**config.mk**
```make
export PLATFORM = sky130hd
export DESIGN_NAME = lif_tdm_scheduler
export DESIGN_NICKNAME = d
export VERILOG_FILES = /design/src/rtl/lif_pkg.sv /design/src/rtl/lif_update_core.sv /design/src/rtl/lif_tdm_scheduler.sv
export SDC_FILE = /design/constraint.sdc
export NUM_CORES = 2
export LEC_CHECK = 0
export ABC_CLOCK_PERIOD_IN_PS = 12000
export CORE_ASPECT_RATIO = 1.5
export CORE_UTILIZATION = 30
export CTS_CLUSTER_DIAMETER = 200
export DETAILED_ROUTE_END_ITERATION = 6
export GPL_TIMING_DRIVEN = 0
export PLACE_DENSITY = 0.41
export SLEW_MARGIN = 10
export SYNTH_ARGS = -nofsm -noshare
export SYNTH_HDL_FRONTEND = slang
export SYNTH_SLANG_ARGS = --single-unit
```
**constraint.sdc**
```tcl
create_clock -name clk -period 12 [get_ports clk]
set_input_delay 1.2 -clock clk [delete_from_list [all_inputs] [get_ports clk]]
set_output_delay 1.2 -clock clk [all_outputs]
set_load 0.005 [all_outputs]
```
**src/rtl/lif_pkg.sv**
```systemverilog
// rtl/lif_pkg.sv - shared widths, Q4.12 helpers and sweep FSM states for the LIF scheduler
package lif_pkg;
    localparam int W  = 16;
    localparam int Q  = 12;
    localparam int SW = 2 * W + 2;

    typedef logic signed [W-1:0]  fx_t;
    typedef logic signed [SW-1:0] wide_t;

    localparam fx_t FX_MAX = {1'b0, {(W-1){1'b1}}};
    localparam fx_t FX_MIN = {1'b1, {(W-1){1'b0}}};

    typedef enum logic [1:0] {IDLE, SWEEP, DONE} lif_state_t;

    // Constant Q4.12 from thousandths, rounded; intended for non-negative constants
    function automatic fx_t fx(input int milli);
        int r;
        r = (milli * (1 << Q) + 500) / 1000;
        return fx_t'(r);
    endfunction

    function automatic fx_t sat_fx(input wide_t x);
        if (x > wide_t'(FX_MAX))
            return FX_MAX;
        else if (x < wide_t'(FX_MIN))
            return FX_MIN;
        else
            return fx_t'(x);
    endfunction
endpackage

```
**src/rtl/lif_update_core.sv**
```systemverilog
// rtl/lif_update_core.sv - combinational leak/integrate/fire step for one neuron
module lif_update_core import lif_pkg::*; #(
    parameter int  RW         = 2,
    parameter fx_t V_TH       = fx(1000),
    parameter fx_t V_RESET    = fx(0),
    parameter fx_t V_REST     = fx(0),
    parameter fx_t LEAK_A     = fx(960),
    parameter int  REFR_TICKS = 2
) (
    input  logic signed [W-1:0] v,
    input  logic [RW-1:0]       refr,
    input  logic signed [W-1:0] i,
    output logic signed [W-1:0] v_next,
    output logic [RW-1:0]       refr_next,
    output logic                fire
);
    wide_t dv;
    wide_t prod;
    wide_t sum;
    fx_t   v_int;

    always_comb begin
        dv        = wide_t'(v) - wide_t'(V_REST);
        prod      = dv * wide_t'(LEAK_A);
        // arithmetic shift floors toward -inf, matching the leak definition
        sum       = wide_t'(V_REST) + (prod >>> Q) + wide_t'(i);
        v_int     = sat_fx(sum);
        fire      = 1'b0;
        v_next    = v_int;
        refr_next = refr;
        if (refr != '0) begin
            refr_next = refr - RW'(1);
            v_next    = V_RESET;
        end else if (v_int >= V_TH) begin
            fire      = 1'b1;
            v_next    = V_RESET;
            refr_next = RW'(REFR_TICKS);
        end
    end
endmodule

```
**src/rtl/lif_tdm_scheduler.sv**
```systemverilog
// rtl/lif_tdm_scheduler.sv - time-multiplexed LIF sweep with AER spike slot; LIF_PROBE_EN adds a v_mem probe port
module lif_tdm_scheduler import lif_pkg::*; #(
    parameter int  N_NEURONS  = 16,
    parameter int  IDX_W      = $clog2(N_NEURONS),
    parameter fx_t V_TH       = fx(1000),
    parameter fx_t V_RESET    = fx(0),
    parameter fx_t V_REST     = fx(0),
    parameter fx_t LEAK_A     = fx(960),
    parameter int  REFR_TICKS = 2
) (
    input  logic                clk,
    input  logic                rst_n,
    input  logic                tick_in,
    input  logic                i_wr_en,
    input  logic [IDX_W-1:0]    i_wr_idx,
    input  logic signed [W-1:0] i_wr_data,
    output logic                busy,
    output logic                done,
    output logic                tick_overrun,
    output logic                spk_valid,
    output logic [IDX_W-1:0]    spk_idx,
    input  logic                spk_ready
`ifdef LIF_PROBE_EN
    ,
    input  logic [IDX_W-1:0]    probe_idx,
    output logic signed [W-1:0] probe_vmem
`endif
);
    localparam int RW = (REFR_TICKS < 1) ? 1 : $clog2(REFR_TICKS + 1);

    lif_state_t          state;
    logic [IDX_W-1:0]    idx;
    fx_t                 v_mem [N_NEURONS];
    logic [RW-1:0]       refr  [N_NEURONS];
    fx_t                 acc   [N_NEURONS];

    fx_t                 v_nxt;
    logic [RW-1:0]       refr_nxt;
    logic                fire;
    logic                stall;
    logic                commit;
    logic                last;
    fx_t                 acc_add;

    lif_update_core #(
        .RW         (RW),
        .V_TH       (V_TH),
        .V_RESET    (V_RESET),
        .V_REST     (V_REST),
        .LEAK_A     (LEAK_A),
        .REFR_TICKS (REFR_TICKS)
    ) u_core (
        .v          (v_mem[idx]),
        .refr       (refr[idx]),
        .i          (acc[idx]),
        .v_next     (v_nxt),
        .refr_next  (refr_nxt),
        .fire       (fire)
    );

    // Only a firing neuron needs the slot, so only it can hold the sweep
    assign stall   = (state == SWEEP) && fire && spk_valid && !spk_ready;
    assign commit  = (state == SWEEP) && !stall;
    assign last    = (idx == IDX_W'(N_NEURONS - 1));
    assign acc_add = sat_fx(wide_t'(acc[i_wr_idx]) + wide_t'(i_wr_data));

    always_ff @(posedge clk or negedge rst_n) begin
        if (!rst_n) begin
            state        <= IDLE;
            idx          <= '0;
            busy         <= 1'b0;
            done         <= 1'b0;
            tick_overrun <= 1'b0;
            spk_valid    <= 1'b0;
            spk_idx      <= '0;
            for (int k = 0; k < N_NEURONS; k++) begin
                v_mem[k] <= V_REST;
                refr[k]  <= '0;
            end
        end else begin
            done <= 1'b0;
            if (tick_in && state != IDLE)
                tick_overrun <= 1'b1;
            if (spk_valid && spk_ready)
                spk_valid <= 1'b0;
            case (state)
                IDLE: begin
                    if (tick_in) begin
                        state <= SWEEP;
                        idx   <= '0;
                        busy  <= 1'b1;
                    end
                end
                SWEEP: begin
                    if (commit) begin
                        v_mem[idx] <= v_nxt;
                        refr[idx]  <= refr_nxt;
                        if (fire) begin
                            spk_valid <= 1'b1;
                            spk_idx   <= idx;
                        end
                        if (last) begin
                            state <= DONE;
                            busy  <= 1'b0;
                            done  <= 1'b1;
                        end else begin
                            idx <= idx + IDX_W'(1);
                        end
                    end
                end
                DONE:    state <= IDLE;
                default: state <= IDLE;
            endcase
        end
    end

    // A write landing on the neuron being committed belongs to the next timestep
    always_ff @(posedge clk or negedge rst_n) begin
        if (!rst_n) begin
            for (int k = 0; k < N_NEURONS; k++)
                acc[k] <= '0;
        end else begin
            for (int k = 0; k < N_NEURONS; k++) begin
                if (commit && idx == IDX_W'(k))
                    acc[k] <= (i_wr_en && i_wr_idx == IDX_W'(k)) ? i_wr_data : '0;
                else if (i_wr_en && i_wr_idx == IDX_W'(k))
                    acc[k] <= acc_add;
            end
        end
    end

`ifdef LIF_PROBE_EN
    always_ff @(posedge clk or negedge rst_n) begin
        if (!rst_n)
            probe_vmem <= '0;
        else
            probe_vmem <= v_mem[probe_idx];
    end
`endif
endmodule

```
==> results.cfg <==
[sta]
rsz0062_at_grt = false
min_period_ns = 11.48
fmaxAchievable_ghz = 0.0871
max_slew_margin_pct = 10.7
finClkSkew_ns = 0.0515
slew_viol_final = 0
hold_viol = 0
fin_crit_sh_pct = 95.6
setup_viol_count_final = 0
fin_setup_tns_ns = 0
worst_pin_slew_ns = 1.34
fin_hold_ws_ns = 0.469
worst_slack_ns = 0.524

[routing]
num_vias = 28141
ant_nets = 0
routed_via_density = 5.80
wl_per_cell_um = 32.6
wirelength_mm = 158
post-route-drc-count = 0
drtIter0Drc = 2635
drtPass1Iterations = 5

[clock_tree]
cts_tree = yes
clockBufferDepth = 3
clk_pin_slew_ns = 0.06
cts_htree_levels = 2
cts_inserted_buffers = 61
cts-root-buf = clkbuf_16
cts.sinks = 558
clock_latency_ns = 0.70

[place]
dp.cells = 4732
portBuffers = 30
finalWeightedCongestion = 0.992
dp_slack_ns = -2.11
dp_hpwl_mm = 122

[grt]
antenna_found_initial = 5
grt-ovfl-total = 0
grtUsageMet1_pct = 28.0
first_global_vias = 29695
grt_use_met2_pct = 45.4
busiest_layer = met2
grt_usage_pct = 25.9
grt_max_degree = 118
grt_pass1_wl_mm = 226
met3_usage_pct = 2.94

[die]
die_h_um = 430
io-pin-count = 33
die_w_um = 287
core_sq_mm = 0.121
rows = 156
dieArea_sq_mm = 0.123
start_util_pct = 30.3

[synthesis]
syn_inst = 3110
ys_seq_area_share_pct = 38.2
syn_area_sq_mm = 0.0366
ys_ff_latch = 558
avgSynthCellArea_sq_um = 11.8
synthTopCellsByArea = dfrtp_1 (38%), mux4_2 (15%), mux2_2 (6.2%)
syn_nets = 3333
synth_flop_cell = dfrtp_1
async_flop_share_pct = 100
synth.distinct_cells = 71
synth_edf_count = 0
yosysTopAreaCellShare_pct = 38.2
yosysWarnings = 0
synth_top_area_cell = dfrtp_1

[setup_path]
endpoint_kind = flip-flop
start_kind = flip-flop
critPathMaxStageDelay_ns = 0.86
cp_slowest_cell = clkbuf_1
worstSetupPathType = flip-flop to flip-flop
crit_required_ns = 12.59
crit_arrival_ns = 12.07
cp_max_fo = 19

[final_layout]
area_growth_pct = 13.4
nets = 3446
drive_gt1_share_pct = 24.8
stdcell_count = 4853

[flow_run]
drv_cap = 0

[run_status]
status = completed

[min_path]
hold_path.class = primary input to async pin
==> sequential cells by signal, summed over array words and instances (netlist names) <==
register      flops
tick_overrun      1
state             2
spk_idx           4
refr             32
busy              1
spk_valid         1
acc             256
idx               4
done              1
v_mem           256
==> layer usage <==
layer,vias up,routed length [um]
met4,6,14900
met5,-,39
met3,411,6460
met2,1105,81400
met1,14768,55500
li1,11851,-
==> synth_stat cells, types with 70 or more instances <==
library cell / count
nand2_1: 206
inv_1: 286
nand4_1: 116
o2bb2ai_1: 70
fa_1: 83
clkbuf_1: 167
mux2_2: 201
mux4_2: 250
o221ai_1: 99
ha_1: 115
o21ai_0: 137
dfrtp_1: 558
a21oi_1: 87
==> critical path, delay by kind of cell (launching register included) <==
kind / cells / cell delay [ns]
AND/OR/NAND/NOR: 5 / 1.25
AO/OA/AOI/OAI: 11 / 2.77
buffers and inverters: 10 / 2.42
adder cells (fa/ha/maj): 7 / 3.03
flip-flops: 1 / 0.53
XOR/XNOR: 1 / 0.20
multiplexers: 2 / 1.07
==> path summary, 6_finish.rpt <==
path / endpoint / slack [ns] / from / cells after the start
max in group asynchronous: v_mem[115] / 9.42 / rst_n / 4
min in group clk: tick_overrun / 0.47 / tick_overrun / 1
min: acc[234] / 0.47 / rst_n / 1
max: acc[217] / 0.52 / idx[1] / 36
max reg2reg: acc[217] / 0.52 / idx[1] / 36
min reg2reg: tick_overrun / 0.47 / tick_overrun / 1
==> timing repair <==
action                     4_1_cts  5_1_grt
cloned                           0        0
buffers inserted                 3        7
hold endpoints to repair         0        0
setup endpoints to repair      557      491
resized for setup               49       36
hold buffers                     0        0
pin swaps                        1        7
==> placed cells by master, fill, tap and decap left out, types with 39 or more instances in the layout <==
cell,count
a21oi_1,86
a32o_1,39
buf_2,42
clkbuf_1,160
clkbuf_16,62
dfrtp_1,558
fa_1,83
ha_1,115
inv_1,286
mux2_2,201
mux2_4,59
mux4_2,250
nand2_1,206
nand4_1,116
nor2_1,55
nor3_1,49
o21ai_0,137
o221ai_1,99
o2bb2ai_1,70
or3_1,42
==> layout make-up <==
class,instances,area [sq um]
diodes,5,12.5
plain buffers,277,1440
clock buffers,91,1810
clock inverters,17,293
fillers,11884,79300
inverters,286,1070
multi-input cells,1987,20300
flip-flops and latches,558,14000
well taps,1580,1980
repair buffers,52,594
==> cell families after synthesis <==
logic type	synth area share [%]
xor+xnor	1.13
fa+ha+maj	8.47
mux	25.0
simple gates	8.46
buf+inv	6.52
compound gates	12.3
flops	38.2
==> through the flow <==
step	util [%]	area [sq um]
finish	34.3	41500
global route	34.3	41500
CTS	34.3	41400
detailed placement	32.4	39100
global placement	32.2	38900
floorplan	-	36600
Power is left out: the tool's default activity adds up to more than one toggle a clock period on the data nets, which glitch-free logic cannot reach.
